$ cat src/rtl/rv32i_result_monitor.sv
// Purpose : sequences a core-under-test through reset and run, watches its result bus,
//           logs every result change into a trace FIFO, and judges pass / timeout.
// Latency : trace head and status flags are registered; trace_data/stamp read the head
//           entry combinationally.
// Backpressure: trace_ready low holds the head entry. A change while full with no pop
//           is dropped and sets the sticky overflow flag.
//
// Ports:
//   clk, rst            clock, asynchronous active-low reset
//   start               level request to begin/restart a run (honoured in IDLE and DONE)
//   expected, result    value the result bus must settle to / monitored result bus
//   core_rst            active-high reset driven to the core under test
//   trace_valid/ready   trace FIFO handshake, trace_data/trace_stamp = head entry
//   done, pass, timeout, overflow   run status flags
//   signature           rotate-xor signature over every result change of the run
module rv32i_result_monitor #(
  parameter int WIDTH         = 32,
  parameter int DEPTH         = 8,    // power of two, >= 2
  parameter int RST_CYCLES    = 4,    // >= 1
  parameter int STABLE_CYCLES = 8,    // >= 1
  parameter int TIMEOUT       = 1024, // >= 1
  parameter int CNT_W         = 16
) (
  input  logic             clk,
  input  logic             rst,
  input  logic             start,
  input  logic [WIDTH-1:0] expected,
  input  logic [WIDTH-1:0] result,
  output logic             core_rst,
  output logic             trace_valid,
  input  logic             trace_ready,
  output logic [WIDTH-1:0] trace_data,
  output logic [CNT_W-1:0] trace_stamp,
  output logic             done,
  output logic             pass,
  output logic             timeout,
  output logic             overflow,
  output logic [WIDTH-1:0] signature
);

  localparam int AW = $clog2(DEPTH);
  localparam int RW = $clog2(RST_CYCLES + 1);
  localparam int SW = $clog2(STABLE_CYCLES + 1);

  localparam logic [AW:0]      FULL_CNT   = DEPTH[AW:0];
  localparam logic [RW-1:0]    RST_LOAD   = RW'(RST_CYCLES - 1);
  localparam logic [SW-1:0]    STABLE_LST = SW'(STABLE_CYCLES - 1);
  localparam logic [CNT_W-1:0] CYC_LAST   = CNT_W'(TIMEOUT - 1);

  typedef enum logic [1:0] {
    S_IDLE  = 2'd0,
    S_RESET = 2'd1,
    S_RUN   = 2'd2,
    S_DONE  = 2'd3
  } state_t;

  state_t           state_q,     state_d;
  logic [RW-1:0]    rst_cnt_q,   rst_cnt_d;
  logic [CNT_W-1:0] cycle_cnt_q, cycle_cnt_d;
  logic [SW-1:0]    stable_q,    stable_d;
  logic [WIDTH-1:0] sig_q,       sig_d;
  logic [WIDTH-1:0] prev_q,      prev_d;
  logic             first_q,     first_d;
  logic [AW-1:0]    rd_ptr_q,    rd_ptr_d;
  logic [AW-1:0]    wr_ptr_q,    wr_ptr_d;
  logic [AW:0]      count_q,     count_d;
  logic             done_q,      done_d;
  logic             pass_q,      pass_d;
  logic             timeout_q,   timeout_d;
  logic             overflow_q,  overflow_d;

  // Trace storage: no reset needed, reads are masked while the FIFO is empty.
  logic [WIDTH-1:0] mem_data  [DEPTH];
  logic [CNT_W-1:0] mem_stamp [DEPTH];

  logic pop;
  logic full;
  logic change;
  logic match;
  logic push_ok;
  logic wr_en;
  logic clear_run;

  assign trace_valid = (count_q != '0);
  assign full        = (count_q == FULL_CNT);
  assign pop         = trace_valid && trace_ready;

  assign trace_data  = trace_valid ? mem_data[rd_ptr_q]  : '0;
  assign trace_stamp = trace_valid ? mem_stamp[rd_ptr_q] : '0;
  assign done        = done_q;
  assign pass        = pass_q;
  assign timeout     = timeout_q;
  assign overflow    = overflow_q;
  assign signature   = sig_q;

  always_comb begin
    state_d     = state_q;
    rst_cnt_d   = rst_cnt_q;
    cycle_cnt_d = cycle_cnt_q;
    stable_d    = stable_q;
    sig_d       = sig_q;
    prev_d      = prev_q;
    first_d     = first_q;
    rd_ptr_d    = rd_ptr_q;
    wr_ptr_d    = wr_ptr_q;
    count_d     = count_q;
    done_d      = done_q;
    pass_d      = pass_q;
    timeout_d   = timeout_q;
    overflow_d  = overflow_q;
    core_rst    = 1'b1;
    change      = 1'b0;
    match       = 1'b0;
    push_ok     = 1'b0;
    wr_en       = 1'b0;
    clear_run   = 1'b0;

    unique case (state_q)
      S_IDLE: begin
        if (start) clear_run = 1'b1;
      end

      S_RESET: begin
        if (rst_cnt_q == '0) state_d = S_RUN;
        else                 rst_cnt_d = rst_cnt_q - 1'b1;
      end

      S_RUN: begin
        core_rst = 1'b0;
        // The first RUN cycle always counts as a change so the trace
        // starts with the initial result value.
        change   = first_q || (result != prev_q);
        first_d  = 1'b0;
        prev_d   = result;
        if (change) sig_d = {sig_q[WIDTH-2:0], sig_q[WIDTH-1]} ^ result;

        match    = (result == expected);
        stable_d = match ? stable_q + 1'b1 : '0;

        // Pass is checked first so a pass landing on the last allowed
        // cycle wins over the timeout.
        if (match && (stable_q == STABLE_LST)) begin
          state_d = S_DONE;
          done_d  = 1'b1;
          pass_d  = 1'b1;
        end else if (cycle_cnt_q == CYC_LAST) begin
          state_d   = S_DONE;
          done_d    = 1'b1;
          timeout_d = 1'b1;
        end else begin
          cycle_cnt_d = cycle_cnt_q + 1'b1;
        end
      end

      S_DONE: begin
        core_rst = 1'b0;
        if (start) clear_run = 1'b1;
      end

      default: state_d = S_IDLE;
    endcase

    // A full FIFO still accepts a change when the head leaves the same cycle.
    push_ok = change && (!full || pop);
    if (change && full && !pop) overflow_d = 1'b1;

    if (pop) rd_ptr_d = rd_ptr_q + 1'b1;
    if (push_ok) begin
      wr_en    = 1'b1;
      wr_ptr_d = wr_ptr_q + 1'b1;
    end

    unique case ({push_ok, pop})
      2'b10:   count_d = count_q + 1'b1;
      2'b01:   count_d = count_q - 1'b1;
      default: count_d = count_q;
    endcase

    // Starting a run wipes the previous run's trace and status, overriding
    // any pop that happens on the same edge.
    if (clear_run) begin
      state_d     = S_RESET;
      rst_cnt_d   = RST_LOAD;
      cycle_cnt_d = '0;
      stable_d    = '0;
      sig_d       = '0;
      prev_d      = '0;
      first_d     = 1'b1;
      rd_ptr_d    = '0;
      wr_ptr_d    = '0;
      count_d     = '0;
      done_d      = 1'b0;
      pass_d      = 1'b0;
      timeout_d   = 1'b0;
      overflow_d  = 1'b0;
    end
  end

  always_ff @(posedge clk or negedge rst) begin
    if (!rst) begin
      state_q     <= S_IDLE;
      rst_cnt_q   <= '0;
      cycle_cnt_q <= '0;
      stable_q    <= '0;
      sig_q       <= '0;
      prev_q      <= '0;
      first_q     <= 1'b0;
      rd_ptr_q    <= '0;
      wr_ptr_q    <= '0;
      count_q     <= '0;
      done_q      <= 1'b0;
      pass_q      <= 1'b0;
      timeout_q   <= 1'b0;
      overflow_q  <= 1'b0;
    end else begin
      state_q     <= state_d;
      rst_cnt_q   <= rst_cnt_d;
      cycle_cnt_q <= cycle_cnt_d;
      stable_q    <= stable_d;
      sig_q       <= sig_d;
      prev_q      <= prev_d;
      first_q     <= first_d;
      rd_ptr_q    <= rd_ptr_d;
      wr_ptr_q    <= wr_ptr_d;
      count_q     <= count_d;
      done_q      <= done_d;
      pass_q      <= pass_d;
      timeout_q   <= timeout_d;
      overflow_q  <= overflow_d;
    end
  end

  always_ff @(posedge clk) begin
    if (wr_en) begin
      mem_data[wr_ptr_q]  <= result;
      mem_stamp[wr_ptr_q] <= cycle_cnt_q;
    end
  end

endmodule
$ cat config.mk
export PLATFORM = sky130hd
export DESIGN_NAME = rv32i_result_monitor
export DESIGN_NICKNAME = d
export VERILOG_FILES = /design/src/rtl/rv32i_result_monitor.sv
export SDC_FILE = /design/constraint.sdc
export NUM_CORES = 1
export LEC_CHECK = 0
export ABC_CLOCK_PERIOD_IN_PS = 7280
export CORE_ASPECT_RATIO = 0.6
export CORE_MARGIN = 2
export CORE_UTILIZATION = 45
export DETAILED_ROUTE_END_ITERATION = 10
export PLACE_DENSITY = 0.66
export SYNTH_ARGS = -nofsm -noshare
export SYNTH_HDL_FRONTEND = slang
export SYNTH_SLANG_ARGS = --single-unit
export TNS_END_PERCENT = 5
$ cat constraint.sdc
create_clock -name clk -period 7.28 [get_ports clk]
set_input_delay 1.456 -clock clk [delete_from_list [all_inputs] [get_ports clk]]
set_output_delay 1.456 -clock clk [all_outputs]
set_load 0.1 [all_outputs]
==> results of run 1 <==
state kept, by name, indices dropped and copies added, names as in the netlist, 2 cells and up:
name	count
stable_q	4
rst_cnt_q	3
rd_ptr_q	3
cycle_cnt_q	16
signature	32
mem_stamp	128
state_q	2
mem_data	256
wr_ptr_q	3
count_q	4
prev_q	32
cell families (layout without fill, tap and decap cells):
kind of cell / after synthesis / in the layout / share of synthesized area
AO/OA/AOI/OAI: 89 / 89 / 0.0314
buffers and inverters: 71 / 278 / 0.0149
adder cells (fa/ha/maj): 12 / 12 / 0.00776
flip-flops: 488 / 488 / 0.696
multiplexers: 182 / 182 / 0.149
AND/OR/NAND/NOR: 250 / 250 / 0.0578
XOR/XNOR: 100 / 100 / 0.0431
layout by cell type, fill, tap and decap left out, types with 14 or more instances in the layout:
cell             Yosys  final
nor2_1             128    127
a21oi_1             17     17
xnor2_1             39     39
mux4_2              96     96
nand3_1             14     14
nand2_1             35     35
dfrtp_1            104    101
buf_4                1     35
clkdlybuf4s50_1      0    152
nor4_1              19     16
a211oi_1            32     32
xor2_1              61     61
edfxtp_1           384    384
mux2i_1             85     85
clkbuf_16            0     45
clkbuf_1            40     14
power by group:
group / switching, mW / internal, mW / total (mW)
Clock: 1.01 / 1.29 / 2.30
Sequential: 0.361 / 3.25 / 3.62
Combinational: 2.98 / 1.32 / 4.30
worst paths after layout:
path,startpoint,slack (ns),end
worst max-delay path,rd_ptr_q[1]$_DFFE_PN0P_,1.82,trace_data[25]
worst min-delay path,first_q$_DFFE_PN0P_,0.50,first_q$_DFFE_PN0P_
worst max register to register,prev_q[15]$_DFFE_PN0P_,4.00,count_q[3]$_DFFE_PN0P_
worst min register to register,first_q$_DFFE_PN0P_,0.50,first_q$_DFFE_PN0P_
max in group asynchronous,rst,4.99,signature[20]$_DFFE_PN0P_
min in group asynchronous,rst,0.98,rst_cnt_q[1]$_DFFE_PN0P_
cell type report:
type	instances	area (um2)
Clock buffer	66	1270
Timing Repair Buffer	188	1800
Fill cell	3555	20600
Clock inverter	15	133
Sequential cell	488	14100
Multi-Input combinational cell	633	5940
Inverter	9	33.8
Tap cell	589	737
synth_stat cells, drive strengths merged (2+ instances only):
master	number
o31ai	10
or4	8
dfrtp	104
nand4	6
xor2	61
buf	22
nor3b	2
a21oi	22
nand2b	4
edfxtp	384
nand3b	2
nand2	35
nor4	20
nor2	128
or3	8
nand3	14
and4	3
and3	8
ha	11
o211ai	5
a21o	3
o21ai	11
inv	9
mux2i	85
nor2b	3
mux4	96
nor3	6
xnor2	39
clkbuf	40
a211oi	32
per-stage QoR:
stage | hold slack, ns | cell area (um2) | util | setup WS, ns
CTS | 0.497 | 24100 | 0.539 | 1.77
finish | 0.498 | 24100 | 0.539 | 1.82
floorplan | 0.443 | 20300 | - | -0.357
global route | 0.520 | 24100 | 0.539 | 1.66
global placement | 0.474 | 22700 | 0.507 | 2.17
detailed placement | 0.472 | 22700 | 0.507 | 2.14
layer usage:
layer  vias up  global-route usage  share of wire
met5         -                   0              0
met4         0              0.0545          0.020
met3        62              0.0344          0.058
met2       373               0.317           0.45
met1      5789               0.326           0.47
li1       4963                   -              -
==> impl_metrics.tcl, run 1 <==
set metrics [dict create \
    yosys.area.top_type "edfxtp_1" \
    cts_tree "built" \
    start_util 0.455 \
    post_cts_buffers 0 \
    drt_iter0_drc 1201 \
    ys_seq_elements 488 \
    arrival_ns 4.01 \
    syn_avg_cell_area_um2 17.0 \
    syn_nets 1272 \
    path_clk_slew_ns 0.06 \
    hold_class "register to register" \
    maxCapViolCount 0 \
    setup_tns_ns 0 \
    cpPeakStageDelay_ns 1.16 \
    p_leak_nw 8.22 \
    path_max_fanout 72 \
    antenna_cells 0 \
    ios 154 \
    synth_async_sr_flop_share 0.213 \
    cts-resized-gates 0 \
    grt_pass1_vias 11300 \
    grt.total_usage 0.212 \
    cp-end-kind "output port" \
    p_per_area_nw_per_um2 424 \
    firstDrtPassIters 7 \
    ys_warn_count 0 \
    critPathTopFamily "buffers and inverters" \
    cts_htree_levels 2 \
    die_h_um 169 \
    synth_area_um2 20300 \
    rsz0062_at_grt "no" \
    reg2reg_depth 11 \
    yosysSeqAreaShare 0.696 \
    grt_overflow 0 \
    fin_crit_ns 5.46 \
    power.total_mw 10.2 \
    clk_path_buf_depth 3 \
    required_ns 5.82 \
    synth-edff-count 384 \
    antenna_found_initial 0 \
    die_w_um 278 \
    fp-row-count 60 \
    status "finished, final reports clean" \
    crit_path_top_delay_cell "dfrtp_4" \
    dpl.hpwl_mm 28.5 \
    peakVddDrop_v 0.000287 \
    finalCritPeriodShare 0.751 \
    antenna_left 0 \
    maxSlewViolCount 0 \
    timing.fmax_mhz 183 \
    syn_inst 1192 \
    synthFlopType "edfxtp_1" \
    yosys-top-cells-area "edfxtp_1 57%, dfrtp_1 13%, mux4_2 11%, mux2i_1 4.2%, xor2_1 2.6%" \
    syn2layout_area_growth_pct 18.5 \
    worstSetupPathType "register to output port" \
    synth_cell_types 49 \
    finalHoldViolCount 0 \
    routed_via_density 5.63 \
    cts_buffers 44 \
    clock_latency_ns 0.56 \
    synth_top_area_share 0.568 \
    fin_cells 1988 \
    grt_pass1_wl_mm 73.6 \
    fp.dieArea_um2 46900 \
    finalWirelength_mm 49.1 \
    path_cells "buf_4 -> mux4_2 -> mux2i_1 -> nor2_1 -> clkdlybuf4s50_1" \
    drive_gt1_frac 0.159 \
    coreArea_um2 44700 \
    place.gp.congestion 0.798 \
    worstPathBufferInverterCount 2 \
    cp.depth 5 \
    nNetsFinal 1444 \
    portBuffers 153 \
    num_vias 11200 \
    wire_per_inst_um 24.7 \
    min_path_cells 1 \
    finClkSkew_ns 0.0231 \
    worstMarginPinSlew_ns 1.19 \
    grt_max_degree 73 \
    cts_sinks 488 \
    drc 0 \
    cp-start-kind "register" \
    cts_root_buffer "clkbuf_16" \
    hold_buffers 0 \
    dp_cells 1907 \
    finalSetupViolCount 0 \
    slew_headroom 0.204 \
]
Power figures use the tool's default switching activity.
==> run 2, diff against run 1 <==
- ABC_CLOCK_PERIOD_IN_PS: 7280 -> 4500
- clock period: 7.28 -> 4.5 ns (I/O delays scaled with it)
==> impl_metrics.tcl, run 2 (synthesis results as in run 1) <==
set metrics [dict create \
    firstDrtPassIters 5 \
    gr-usage-met1 0.362 \
    worstSetupPathType "register to output port" \
    p_comb_frac 0.433 \
    start_util 0.455 \
    grt_pass1_vias 11600 \
    cts_sinks 488 \
    arrival_ns 3.23 \
    setup_tns_ns 0 \
    cts_buffers 45 \
    coreArea_um2 44700 \
    worstMarginPinSlew_ns 1.33 \
    power.total_mw 16.7 \
    fp.dieArea_um2 46900 \
    switching_share 0.432 \
    use_met2 0.323 \
    grt.total_usage 0.226 \
    fin_crit_ns 4.13 \
    drc 0 \
    cts_root_buffer "clkbuf_16" \
    portBuffers 153 \
    fin_util 0.549 \
    finalWirelength_mm 52.2 \
    nNetsFinal 1485 \
    place_ws_ns 0.0852 \
    post_cts_buffers 0 \
    r2r-end "count_q[3]$_DFFE_PN0P_" \
    r2r_start "prev_q[13]$_DFFE_PN0P_" \
    maxCapViolCount 0 \
    intPower_mw 9.51 \
    rsz0062_at_grt "no" \
    fp-row-count 60 \
    cts-resized-gates 0 \
    die_w_um 278 \
    critPathTopFamily "buffers and inverters" \
    syn2layout_area_growth_pct 20.7 \
    finalHoldViolCount 0 \
    finClkSkew_ns 0.0343 \
    reg2reg_depth 11 \
    finalCritPeriodShare 0.919 \
    clock_latency_ns 0.57 \
    antenna_found_initial 1 \
    n_fill_cell 3397 \
    finalSetupViolCount 0 \
    maxSlewViolCount 0 \
    wire_per_inst_um 25.7 \
    fin_ws_ns 0.366 \
    cp-end-kind "output port" \
    routed_via_density 5.76 \
    mostFrequentLayoutCells "384 x edfxtp_1, 127 x nor2_1, 108 x clkdlybuf4s50_1" \
    multiInputGateArea_um2 5960 \
    drt_iter0_drc 1347 \
    p_leak_nw 8.53 \
    crit_path_top_delay_cell "dfrtp_4" \
    rrSetupSlack_ns 0.98 \
    required_ns 3.60 \
    path_max_fanout 36 \
    num_vias 11700 \
    path_cells "buf_4 -> mux4_2 -> mux2i_1 -> nor2_1 -> buf_4" \
    power_switching_mw 7.23 \
    p_per_area_nw_per_um2 683 \
    antenna_left 0 \
    path_common_cell "buf_4" \
    ios 154 \
    cp-start-kind "register" \
    place.gp.congestion 0.818 \
    slew_headroom 0.105 \
    die_h_um 169 \
    status "finished, final reports clean" \
    grt_use_met3 0.0427 \
    power_frac_clock 0.227 \
    grt_pass1_wl_mm 78.1 \
    peakVddDrop_v 0.000458 \
    regMostFlops "mem_data" \
    cts_htree_levels 2 \
    worstPathBufferInverterCount 2 \
    drive_gt1_frac 0.216 \
    cpPeakStageDelay_ns 0.70 \
    p_seq_frac 0.341 \
    dpl.hpwl_mm 33.4 \
    clk_path_buf_depth 3 \
    ff_latch_area_um2 14100 \
    path_clk_slew_ns 0.07 \
    largest_reg_flops 256 \
    grt_max_degree 60 \
    grt_overflow 0 \
    holdWs_ns 0.406 \
    hold_buffers 0 \
    hold_class "input pin to async pin" \
    grt_busiest_layer "met1" \
    timing.fmax_mhz 242 \
    antenna_cells 0 \
    reg_top3 "mem_data: 256 flops, mem_stamp: 128 flops" \
    cts_tree "built" \
    final_common_cell "edfxtp_1" \
]
-- run 2: cell count changes in the layout (fill, tap and decap cells not counted), moves of 2 or more --
cell,delta
clkinv_1,+2
buf_12,+15
nor4_4,+2
clkdlybuf4s50_1,-44
clkbuf_1,-4
clkinv_2,+5
clkbuf_16,+2
nor4_2,-2
buf_4,+69
-- run 2: layout make-up --
class / count / share of cell area
inverters: 9 / 0.00138
repair buffers: 228 / 0.0890
well taps: 589 / 0.0301
flip-flops and latches: 488 / 0.577
clock inverters: 21 / 0.00638
clock buffers: 63 / 0.0529
multi-input cells: 633 / 0.243
-- run 2: per-layer routing --
metal,wire length (um),share of wire
met5,13,0.00025
met4,706,0.014
met3,3960,0.076
met2,22800,0.44
met1,24700,0.47
-- run 2: through the flow --
step,cell area (um2),instances
floorplan,20300,1192
finish,24500,2031
CTS,24500,2031
global route,24500,2031
detailed placement,23100,1947
global placement,23100,1947
-- run 2: worst register-to-register path: cells and delay by family (launching register included) --
family | cells | cell delay, ns
muxes | 2 | 0.36
and+or+nand+nor | 4 | 1.47
AOI/OAI and AO/OA | 3 | 0.76
adders and majority gates | 1 | 0.24
DFF | 1 | 0.40
xor gates and xnor gates | 1 | 0.18
-- run 2: worst max path at each step --
stage	start	end	slack, ns	cells past startpoint
after CTS	rd_ptr_q[0]$_DFFE_PN0P_	trace_data[24]	0.31	5
after floorplan	result[26]	mem_data[7][0]$_DFFE_PP_	-1.32	8
after global placement	result[13]	count_q[3]$_DFFE_PN0P_	0.02	12
after detailed placement	result[13]	count_q[3]$_DFFE_PN0P_	0.09	12
final	rd_ptr_q[0]$_DFFE_PN0P_	trace_data[24]	0.37	5
after global routing	rd_ptr_q[0]$_DFFE_PN0P_	trace_data[24]	0.16	5
-- run 2: power by group through the flow --
stage | clock (mW) | sequential [mW] | combinational [mW]
after floorplan | 0 | 6.23 | 4.92
after global placement | 0 | 5.78 | 7.25
after detailed placement | 0 | 5.80 | 7.29
after CTS | 3.85 | 5.71 | 7.31
after global routing | 4.05 | 5.76 | 7.60
final | 3.80 | 5.70 | 7.24
==> run 3, diff against run 2 <==
- SLEW_MARGIN: default -> 10
==> impl_metrics.tcl, run 3 (synthesis results as in run 1) <==
set metrics [dict create \
    cts_buffers 45 \
    maxCapViolCount 0 \
    post_cts_buffers 0 \
    antenna_found_initial 1 \
    die_h_um 169 \
    grt_pass1_wl_mm 77.4 \
    cp-end-kind "output port" \
    rrSetupSlack_ns 1.02 \
    finalWirelength_mm 52.3 \
    met1_length_mm 24.5 \
    finalHoldViolCount 0 \
    finalCritPeriodShare 0.924 \
    worstPathBufferInverterCount 2 \
    wire_per_inst_um 25.7 \
    coreArea_um2 44700 \
    path_common_cell "buf_4" \
    fp-row-count 60 \
    hold_class "input pin to async pin" \
    met3WireLength_mm 4.28 \
    r2r-end "count_q[3]$_DFFE_PN0P_" \
    p_leak_nw 8.57 \
    ios 154 \
    antenna_left 0 \
    grt.total_usage 0.225 \
    drt_iter0_drc 1270 \
    cp-start-kind "register" \
    clk_path_buf_depth 3 \
    final_common_cell "edfxtp_1" \
    peakVddDrop_v 0.000475 \
    timing.fmax_mhz 241 \
    clock_latency_ns 0.56 \
    place.gp.congestion 0.818 \
    cts-resized-gates 0 \
    cts_sinks 488 \
    p_per_area_nw_per_um2 686 \
    r2r_start "prev_q[13]$_DFFE_PN0P_" \
    syn2layout_area_growth_pct 21.1 \
    maxSlewViolCount 0 \
    fp.dieArea_um2 46900 \
    portBuffers 153 \
    grt_overflow 0 \
    antenna_cells 0 \
    path_clk_slew_ns 0.07 \
    fin_ws_ns 0.343 \
    start_util 0.455 \
    critPathTopFamily "multiplexers" \
    arrival_ns 3.26 \
    num_vias 11600 \
    path_max_fanout 36 \
    grt_max_degree 60 \
    cts_root_buffer "clkbuf_16" \
    routed-wl-met2_mm 22.5 \
    dpl.hpwl_mm 33.5 \
    drive_gt1_frac 0.218 \
    slew_headroom 0.221 \
    fin_crit_ns 4.16 \
    nNetsFinal 1486 \
    largest_reg_flops 256 \
    routed_via_density 5.72 \
    worstSetupPathType "register to output port" \
    worstMarginPinSlew_ns 1.16 \
    cpPeakStageDelay_ns 0.70 \
    highest_layer "met5" \
    grt_pass1_vias 11600 \
    drc 0 \
    required_ns 3.60 \
    finClkSkew_ns 0.0260 \
    cts_tree "built" \
    hold_buffers 0 \
    finalSetupViolCount 0 \
    die_w_um 278 \
    cp.depth 5 \
    firstDrtPassIters 5 \
    regMostFlops "mem_data" \
    holdWs_ns 0.404 \
    reg2reg_depth 11 \
    place_ws_ns 0.0559 \
    path_cells "buf_4 -> mux4_2 -> mux2i_1 -> nor2_1 -> buf_4" \
    status "finished, final reports clean" \
    mostFrequentLayoutCells "384 x edfxtp_1, 127 x nor2_1, 108 x clkdlybuf4s50_1" \
    reg_top3 "mem_data: 256 flops, mem_stamp: 128 flops" \
    crit_path_top_delay_cell "dfrtp_4" \
    rsz0062_at_grt "no" \
    cts_htree_levels 2 \
]
[run 3: stage by stage]
stage	power (mW)	instance area [um2]	setup TNS, ns	instances	utilization
after CTS	17.0	24600	0	2032	0.550
after floorplan	11.1	20300	-273.38	1192	-
final	16.9	24600	0	2032	0.550
after global routing	17.5	24600	0	2032	0.550
after detailed placement	13.1	23100	0	1948	0.516
after global placement	13.0	23100	0	1947	0.516
[run 3: report_power, final]
part | switching [mW] | leakage (nW) | internal (mW)
clock network | 1.66 | 0.741 | 2.25
logic | 5.14 | 2.95 | 2.12
registers | 0.442 | 4.87 | 5.27
total | 7.24 | 8.57 | 9.64
[run 3: final cells by class]
cell class                 count  area, um2
inverter                       9       33.8
timing repair buffer         229       2200
sequential                   488      14100
clock inverter                22        221
clock buffer                  62       1290
multi-input combinational    633       5960
tap                          589        737
fill                        3411      20100
[run 3: how the worst max path moves through the flow]
stage / start / to
6_report: rd_ptr_q[0]$_DFFE_PN0P_ / trace_data[24]
5_1_grt: rd_ptr_q[0]$_DFFE_PN0P_ / trace_data[24]
4_1_cts: rd_ptr_q[0]$_DFFE_PN0P_ / trace_data[24]
3_5_place_dp: result[13] / count_q[3]$_DFFE_PN0P_
3_3_place_gp: result[13] / count_q[3]$_DFFE_PN0P_
2_1_floorplan: result[26] / mem_data[7][0]$_DFFE_PP_
[run 3: per-layer routing]
layer | up-vias | GRT usage
li1 | 5060 | -
met1 | 6040 | 0.354
met2 | 463 | 0.318
met3 | 61 | 0.0555
met4 | 2 | 0.0489
met5 | - | 0
==> RTL edit, RTL diff (config.mk and constraints of run 3) <==
`WIDTH`: 32 -> 16.
--- a/src/rtl/rv32i_result_monitor.sv
+++ b/src/rtl/rv32i_result_monitor.sv
@@ -14,7 +14,7 @@
 //   done, pass, timeout, overflow   run status flags
 //   signature           rotate-xor signature over every result change of the run
 module rv32i_result_monitor #(
-  parameter int WIDTH         = 32,
+  parameter int WIDTH         = 16,
   parameter int DEPTH         = 8,    // power of two, >= 2
   parameter int RST_CYCLES    = 4,    // >= 1
   parameter int STABLE_CYCLES = 8,    // >= 1
Interface: changed (resized expected, result, signature and trace_data); port bits go from 154 to 90. No check against the original RTL was run, so the function may have changed too.
==> RTL edit against run 3 <==
  * Cell area fell by 33%
  * Setup slack improved by 0.061 ns
  * Area after synthesis fell by 32%
  * Sequential share of layout area rose by 0.39 points
  * Sequential cell count fell by 160
  * Wire length fell by 41%
  * Utilization fell by 0.57 points
  * Critical path type unchanged
  * Cell count fell by 32%
  * Critical path depth fell by 1
Power is not shown: default switching activity piles up to over one toggle a cycle in this logic, so the estimate is an artifact.
==> RTL edit: results (changes against run 3) <==
- The flip-flop and latch area came to 9500 µm² (-33%).
* Via count of the first global-routing pass: 7560 (-35%)
* Overall routing resource usage: 19.4% (-3.1 points)
- Number of H-tree levels: 1 (-1)
* Total of clock buffers placed in the layout: 40 (-35%)
- In the final layout, the registers with the most flip-flops are mem_data: 128 flops, mem_stamp: 128 flops.
- Cell types with the largest area share after synthesis: sky130_fd_sc_hd__edfxtp_1, sky130_fd_sc_hd__dfrtp_1, sky130_fd_sc_hd__mux4_2
- The HPWL reported at the end of detailed placement came to 18800 µm (-44%).
* Met1 Use GR: 31.4% (-4.0 points)
- Worst-Margin Slew: 1.04 ns (-0.121 ns)
- The post-placement worst setup slack came to 0.808 ns (+0.752 ns).
* Routed vias/inst: 5.51 (-3.7%)
* Total Wirelength: 30600 µm (-41%)
- The number of antenna violations at the first check in global routing is 0 (-1).
* Sequential share of the synthesized area: 68.7% (-0.92 points)
- Layout buffer count excluding clock buffers: 128 (-44%)
- Fraction of area in multi-input gates: 25.3% (+1.0 points)
- By count the netlist is led by sky130_fd_sc_hd__edfxtp_1, sky130_fd_sc_hd__nor2_1, sky130_fd_sc_hd__dfrtp_1, sky130_fd_sc_hd__mux4_2, sky130_fd_sc_hd__mux2i_1.
- The number of flip-flops and latches in the synthesized netlist was 328 (-33%).
- The count of non-CTS inverters in the layout is 13 (+4).
* Register share of the cell area: 57.9% (+0.39 points)
- The met2 capacity usage during global routing came to 27.9% (-3.8 points).
- Placed instance count: 1320 (-32%)
- Average size of a mapped cell: 16.7 µm² (-1.8%)
* Finished Layout Cells: 1374 (-32%)
* Instance area after placement: 15400 µm² (-33%)
* Routability congestion estimate from global placement: 0.780 (-4.6%)
- The maximum fanout count along the critical path is 27 (-25%).
- The run finished with clean final reports.
- Post-synth EDFFs: 256 (-33%)
* Fin nets: 991 (-33%)
- The number of distinct library cells after synthesis was 53 (+8.2%).
* Async set-reset flop share out of synthesis: 22.0% (+0.64 points)
* Slowest library cell on the worst path: sky130_fd_sc_hd__clkdlybuf4s50_1
- The number of detailed-route iterations in the first pass is 7 (+2).
* Largest net degree at the start of global routing: 47 (-22%)
* Critical path data arrival time: 3.20 ns (-0.06 ns)
[RTL edit: kinds of logic (layout without fill, tap and decap cells)]
family,Yosys count,after routing,synth area share (%)
AO/OA/AOI/OAI,67,67,3.77
buffers and inverters,55,195,1.68
AND/OR/NAND/NOR,181,181,6.26
multiplexers,119,119,14.4
XOR/XNOR,64,64,4.06
adder cells (fa/ha/maj),12,12,1.14
flip-flops,328,328,68.7
[RTL edit: final timing paths]
kind                                          to  slack, ns         from  cells past startpoint
min in group clk                         first_q       0.48      first_q                      1
worst max-delay path               trace_data[8]       0.40  rd_ptr_q[0]                      4
max in group asynchronous           signature[6]       3.32          rst                      2
worst max register to register  mem_stamp[7][14]       1.74   state_q[0]                      6
worst min-delay path                    overflow       0.36          rst                      1
worst min register to register           first_q       0.48      first_q                      1
[RTL edit: layer usage]
layer  up-vias  routed length [µm]
met5         -                   0
met3        30                1640
met1      3937               15200
met4         0                 376
li1       3402                   -
met2       198               13300
